## src/rtl/unstacker_arb_pkg.sv

```systemverilog
// Shared types and constants for the block-to-word unstacker arbiter.
package unstacker_arb_pkg;

    localparam int BLOCK_W = 128;
    localparam int WORD_W  = 32;
    localparam int BEATS   = BLOCK_W / WORD_W;
    localparam int BEAT_W  = $clog2(BEATS);
    localparam int WORD_SH = $clog2(WORD_W);

    typedef enum logic {
        ARB_IDLE,
        ARB_SEND
    } arb_state_e;

    typedef logic [BLOCK_W-1:0] block_t;

endpackage

```

## src/rtl/unstacker_arbiter_rr_picker.sv

```systemverilog
// Combinational round-robin select: first asserted request at or after ptr_i, wrapping.
module rr_picker #(
    parameter int NUM_REQ = 2,
    parameter int ID_W    = (NUM_REQ > 1) ? $clog2(NUM_REQ) : 1
) (
    input  logic [NUM_REQ-1:0] req_i,
    input  logic [ID_W-1:0]    ptr_i,
    output logic [NUM_REQ-1:0] gnt_o,
    output logic [ID_W-1:0]    gnt_idx_o,
    output logic               any_o
);

    logic found;

    // NOTE: every signal assigned in this block gets a default first, so no path leaves one unassigned and no latch is inferred.
    always_comb begin
        gnt_o     = '0;
        gnt_idx_o = '0;
        found     = 1'b0;
        // Upper segment [ptr_i, NUM_REQ) is searched first, then the wrapped segment.
        for (int n = 0; n < NUM_REQ; n++) begin
            if (!found && req_i[n] && (n >= int'(ptr_i))) begin
                found     = 1'b1;
                gnt_o[n]  = 1'b1;
                gnt_idx_o = ID_W'(n);
            end
        end
        for (int n = 0; n < NUM_REQ; n++) begin
            if (!found && req_i[n]) begin
                found     = 1'b1;
                gnt_o[n]  = 1'b1;
                gnt_idx_o = ID_W'(n);
            end
        end
        any_o = found;
    end

endmodule

```

## src/rtl/unstacker_arbiter.sv

```systemverilog
// Round-robin arbiter that serialises one 128-bit block into four 32-bit beats.
// Build option UNSTACKER_ARB_LSW_FIRST_EN: emit least-significant word first.
module unstacker_arbiter
    import unstacker_arb_pkg::*;
#(
    parameter int NUM_REQ = 2,
    parameter int ID_W    = (NUM_REQ > 1) ? $clog2(NUM_REQ) : 1,
    parameter int CNT_W   = 16
) (
    input  logic                       clk_i,
    input  logic                       rst_i,
    input  logic                       clr_i,
    input  logic                       enable_i,
    input  logic [NUM_REQ-1:0]         req_valid_i,
    input  logic [NUM_REQ*BLOCK_W-1:0] req_data_i,
    output logic [NUM_REQ-1:0]         req_ready_o,
    output logic                       valid_o,
    input  logic                       ready_i,
    output logic [WORD_W-1:0]          word_o,
    output logic [ID_W-1:0]            src_o,
    output logic                       last_o,
    output logic                       busy_o,
    output logic [CNT_W-1:0]           blk_cnt_o
);

    arb_state_e       state_q, state_d;
    logic [BEAT_W-1:0] beat_q, beat_d;
    block_t           block_q, block_d;
    logic [ID_W-1:0]  src_q, src_d;
    logic [ID_W-1:0]  rr_ptr_q, rr_ptr_d;
    logic [CNT_W-1:0] cnt_q, cnt_d;

    logic [NUM_REQ-1:0] gnt;
    logic [ID_W-1:0]    gnt_idx;
    logic               gnt_any;
    logic               sending, handshake, last_beat, grant;
    logic [WORD_W-1:0]  word_sel;

    rr_picker #(
        .NUM_REQ (NUM_REQ),
        .ID_W    (ID_W)
    ) u_picker (
        .req_i     (req_valid_i),
        .ptr_i     (rr_ptr_q),
        .gnt_o     (gnt),
        .gnt_idx_o (gnt_idx),
        .any_o     (gnt_any)
    );

    assign sending   = (state_q == ARB_SEND);
    assign handshake = sending && ready_i;
    assign last_beat = (beat_q == BEAT_W'(BEATS - 1));
    // A new block may be taken while idle or on the final beat's handshake, so blocks stream without a bubble.
    assign grant     = !rst_i && !clr_i && enable_i && gnt_any
                       && (!sending || (handshake && last_beat));

    always_comb begin
        state_d  = state_q;
        beat_d   = beat_q;
        block_d  = block_q;
        src_d    = src_q;
        rr_ptr_d = rr_ptr_q;
        cnt_d    = cnt_q;

        if (handshake) begin
            beat_d = beat_q + BEAT_W'(1);
            if (last_beat) begin
                cnt_d   = cnt_q + CNT_W'(1);
                state_d = ARB_IDLE;
            end
        end

        if (grant) begin
            for (int n = 0; n < NUM_REQ; n++) begin
                if (gnt[n]) begin
                    block_d = req_data_i[n*BLOCK_W +: BLOCK_W];
                end
            end
            src_d    = gnt_idx;
            beat_d   = '0;
            rr_ptr_d = (gnt_idx == ID_W'(NUM_REQ - 1)) ? '0 : gnt_idx + ID_W'(1);
            state_d  = ARB_SEND;
        end
    end

    // NOTE: state registers use non-blocking assignments so every flop samples pre-edge values regardless of statement order.
    always_ff @(posedge clk_i) begin
        if (rst_i || clr_i) begin
            state_q  <= ARB_IDLE;
            beat_q   <= '0;
            // NOTE: the block register is cleared too, so a discarded block never survives a reset or clear.
            block_q  <= '0;
            src_q    <= '0;
            rr_ptr_q <= '0;
            cnt_q    <= '0;
        end else begin
            state_q  <= state_d;
            beat_q   <= beat_d;
            block_q  <= block_d;
            src_q    <= src_d;
            rr_ptr_q <= rr_ptr_d;
            cnt_q    <= cnt_d;
        end
    end

`ifdef UNSTACKER_ARB_LSW_FIRST_EN
    assign word_sel = block_q[{beat_q, {WORD_SH{1'b0}}} +: WORD_W];
`else
    // Inverting the beat index walks the block from [127:96] downwards.
    assign word_sel = block_q[{~beat_q, {WORD_SH{1'b0}}} +: WORD_W];
`endif

    assign req_ready_o = grant ? gnt : '0;
    assign valid_o     = sending;
    assign busy_o      = sending;
    assign last_o      = sending && last_beat;
    assign word_o      = sending ? word_sel : '0;
    assign src_o       = src_q;
    assign blk_cnt_o   = cnt_q;

endmodule
```

## config.mk

```make
export PLATFORM = sky130hd
export DESIGN_NAME = unstacker_arbiter
export DESIGN_NICKNAME = d
export VERILOG_FILES = /design/src/rtl/unstacker_arb_pkg.sv /design/src/rtl/unstacker_arbiter_rr_picker.sv /design/src/rtl/unstacker_arbiter.sv
export SDC_FILE = /design/constraint.sdc
export NUM_CORES = 1
export LEC_CHECK = 0
export ABC_CLOCK_PERIOD_IN_PS = 3350
export BUFFER_PORTS_ARGS = -buffer_cell sky130_fd_sc_hd__clkbuf_2
export CORE_ASPECT_RATIO = 0.75
export CORE_UTILIZATION = 36
export CTS_CLUSTER_SIZE = 25
export DETAILED_ROUTE_END_ITERATION = 6
export PLACE_DENSITY = 0.72
export SYNTH_ARGS = -nofsm -noshare
export SYNTH_HDL_FRONTEND = slang
export SYNTH_SLANG_ARGS = --single-unit
```

## constraint.sdc

```tcl
create_clock -name clk_i -period 3.35 [get_ports clk_i]
set_clock_uncertainty 0.1 [all_clocks]
set_input_delay 0.67 -clock clk_i [delete_from_list [all_inputs] [get_ports clk_i]]
set_output_delay 0.67 -clock clk_i [all_outputs]
set_load 0.05 [all_outputs]
```

==> results.txt <==
- Setup repair after global routing left no endpoint under its margin.
- In the routed design, unresolved DRC markers number 0.
* Ranking of synthesized cells by area: sky130_fd_sc_hd__dfxtp_1, sky130_fd_sc_hd__a311oi_1, sky130_fd_sc_hd__nand2_1
* CP required: 2.58 ns
- DPL Wire Length: 15600 um
- The global routing stage identified its most utilized layer as met2.
* Depth of the worst register-to-register path: 6
* Most common cell on crit path: sky130_fd_sc_hd__nand2_1
* Clock slew at reported path FFs: 0.07 ns
- Max-cap violation count: 0
- The flow ran to the end, and the final reports show no timing, DRC or antenna violations.
- Count of flip-flops with a built-in enable after synthesis: 0
- In the global route stage, overall resource usage came out at 21.6%.
- Yosys instantiated no cell more often than sky130_fd_sc_hd__nand2_1.
- In this run the vertical extent of the chip is 126 um.
* Post-synthesis instance total: 900
- Slowest stage delay, CP: 0.63 ns
* Number of nets in the finished design: 1423
- The initial antenna violation count came to 1.
* Count of endpoints failing hold in the final timing report: 0
- Launching element of the worst setup path: beat_q[0]
- Type of destination of the critical path: output pin
* Number of clock sinks seen by CTS: 149
- The initialized floorplan defines 45 standard-cell rows.
- Counting every net in the synthesized netlist gives 1165.
- Dividing the final minimum period by the clock period gives 90.3%.
* Area enclosed by the die boundary: 21200 um2
- The initial utilization of the core area, before any placement, comes to 36.8%.
- Including well taps, the total number of placed cells is 1397.
- After clock tree synthesis, the setup repair step added 0 buffers.
- H-tree levels: 4
- Number of synthesized register bits: 149
- After detailed routing, the average wire length per cell comes to 15.8 um.
- Count of instances resized after the clock tree is built: 0
- The worst register-to-register path begins at beat_q[0].
* Met3 track utilization from global routing: 4.15%
- In this run the deepest clock path goes through 2 buffers.
* Top-Level Pins: 317
* Worst Path Buf+Inv: 1
* Number of I/O port buffers: 316
* Clock tree from TritonCTS: built
- Leakage power total: 0.00421 uW
- From left edge to right edge, the die measures 168 um.
* Crit-path leading delay family: flip-flops
- Met2 Track Usage GR: 34.0%
* Length of the first detailed-routing pass in iterations: 5
- Entering global routing, the biggest net connects 131 pins.
* Clock network latency to the later pin of the worst-skew pair: 0.42 ns
* Share of the synthesized area in the top cell type: 40.1%
- Summing the sequential cell areas from Yosys gives 40.1% of the chip area.
* First-pass GRT wire length: 36500 um
- The filler cells instantiated in the layout total 1985.
* Routed vias/inst: 5.21
* Clock buffer count from CTS: 17
- From synthesis to final layout, the design area changed by 29.9%.
- Type of the tightest min-delay check: reg -> reg
* Worst slew margin relative to its limit: 42.4%
- In the final timing run, aggregate negative setup slack is 0 ns.
- The endpoint identified for the worst register-to-register timing path is block_q[74].
* Setup-violating endpoint count in the final report: 0
- Post-layout util: 47.8%
- Depth of the worst hold-timing path: 2
* Post-route ant nets: 0
- The number of hold buffers added after CTS was 0.
- The clock period could shrink to 3.03 ns.
* Achievable frequency: 330 MHz
* Routability Congestion: 0.809
- Fin cells: 1429
- Area of the mapped netlist: 7430 um2
* Count of cell types in the netlist: 36
* Critical path, cell by cell: ha_1, nand2_1, nand2_1, nand2_1, a211oi_1, clkbuf_2
- Multi-input logic area: 4060 um2
- Highest-delay cell along the critical path: sky130_fd_sc_hd__dfxtp_2
* Root buffer cell: sky130_fd_sc_hd__clkbuf_16
- End point of the worst hold path: blk_cnt_o[15]
- Global routing finished with a remaining overflow of 0.
* Critical path fanouts, max: 15
- Worst min-delay path startpoint: blk_cnt_o[15]
- Cells with a size suffix above 1 make up 34.2% of the layout.
- Final wirelength: 22600 um
- Worst VDD drop: 0.360 mV
* GRT met1 Usage: 30.0%
- The detailed router placed 7439 vias in this run.
- After the first detailed-routing iteration, the DRC count stood at 478.
- The setup path with the least slack is of type reg -> out.
- Final hold slack: 0.386 ns
- In this run the register-to-register setup slack is 0.75 ns.
- Of all flip-flops after synthesis, the portion carrying an async set or reset was 0%.
- Via count of the first global-routing pass: 7009
* Yosys warnings: 0
- The worst setup path is launched from a flip-flop.
* Pin slew with the least headroom to its limit: 0.865 ns
* Arrival time of the worst setup path: 2.26 ns
* Total power divided by cell area: 446 nW/um2
- Post-synth top area cell: sky130_fd_sc_hd__dfxtp_1
- Average cell area after synthesis: 8.26 um2
- The number of max-slew violations in the final report came to 0.
- Post-synth top cells: sky130_fd_sc_hd__nand2_1, sky130_fd_sc_hd__dfxtp_1, sky130_fd_sc_hd__nor2_1
- Core Region: 20200 um2
- Sequential standard cell area: 2990 um2
* Top FF cell, synth: sky130_fd_sc_hd__dfxtp_1
layout make-up:
class / count / share of cell area, %
diodes: 1 / 0.0259
repair buffers: 327 / 17.9
clock inverters: 13 / 1.27
clock buffers: 18 / 4.44
well taps: 258 / 3.34
multi-input cells: 662 / 42.1
flip-flops and latches: 149 / 30.9
inverters: 1 / 0.0389
per-stage QoR:
stage                     setup WS (ns)  cell area [um2]  total power [uW]
after detailed placement          0.699             9100              2520
final                             0.324             9660              4310
after global placement            0.701             9100              2510
after CTS                         0.256             9650              4340
after floorplan                   0.486             7430              2270
after global routing             0.0616             9660              4500
state kept, by name, summed over array words and instances (netlist names):
register,count
beat_q,2
blk_cnt_o,16
block_q,128
busy_o,1
rr_ptr_q,1
src_o,1
tightest hold or removal path: cells and delay by family, from the launching register on:
family,cells,cell delay (ns)
AOI/OAI and AO/OA,2,0.12
DFF,1,0.32
placed cells by master (no fill, tap or decap), types with 6 or more instances in the layout:
cell type                   Yosys  routed
sky130_fd_sc_hd__and2_1        34      34
sky130_fd_sc_hd__mux4_2        32      32
sky130_fd_sc_hd__clkbuf_16      0      17
sky130_fd_sc_hd__dfxtp_1      149     146
sky130_fd_sc_hd__buf_4          9       6
sky130_fd_sc_hd__nor2_1       142     142
sky130_fd_sc_hd__clkbuf_2       0     316
sky130_fd_sc_hd__a21oi_1        6       6
sky130_fd_sc_hd__inv_6          0       6
sky130_fd_sc_hd__nand2_1      265     265
sky130_fd_sc_hd__a311oi_1     128     128
sky130_fd_sc_hd__xor2_1         7       7
power by group:
| group | internal, uW | switching [uW] | total (uW) |
|---|---|---|---|
| clock network | 1030 | 801 | 1830 |
| logic | 252 | 332 | 584 |
| registers | 1840 | 50.3 | 1890 |
| total | 3120 | 1180 | 4310 |
per-layer routing:
layer,wire length [um],part of all wire [%]
met3,1250,5.5
met2,10200,45
met1,10800,48
met5,0,0
met4,375,1.7
logic make-up after synthesis:
family | count (synthesis) | share of synthesized area, %
buffers and inverters | 89 | 5.59
AO/OA/AOI/OAI | 144 | 16.3
multiplexers | 35 | 10.1
XOR/XNOR | 12 | 1.41
flip-flops | 149 | 40.1
adder cells (fa/ha/maj) | 2 | 0.337
AND/OR/NAND/NOR | 469 | 26.1
how the worst max path moves through the flow:
stage                endpoint  slack, ns  cells past startpoint
3_5_place_dp   req_ready_o[0]       0.70                      6
3_3_place_gp   req_ready_o[0]       0.70                      6
2_1_floorplan  req_ready_o[1]       0.49                      4
5_1_grt        req_ready_o[0]       0.06                      6
4_1_cts        req_ready_o[0]       0.26                      6
6_report       req_ready_o[0]       0.32                      6
Power figures use the tool's default switching activity.
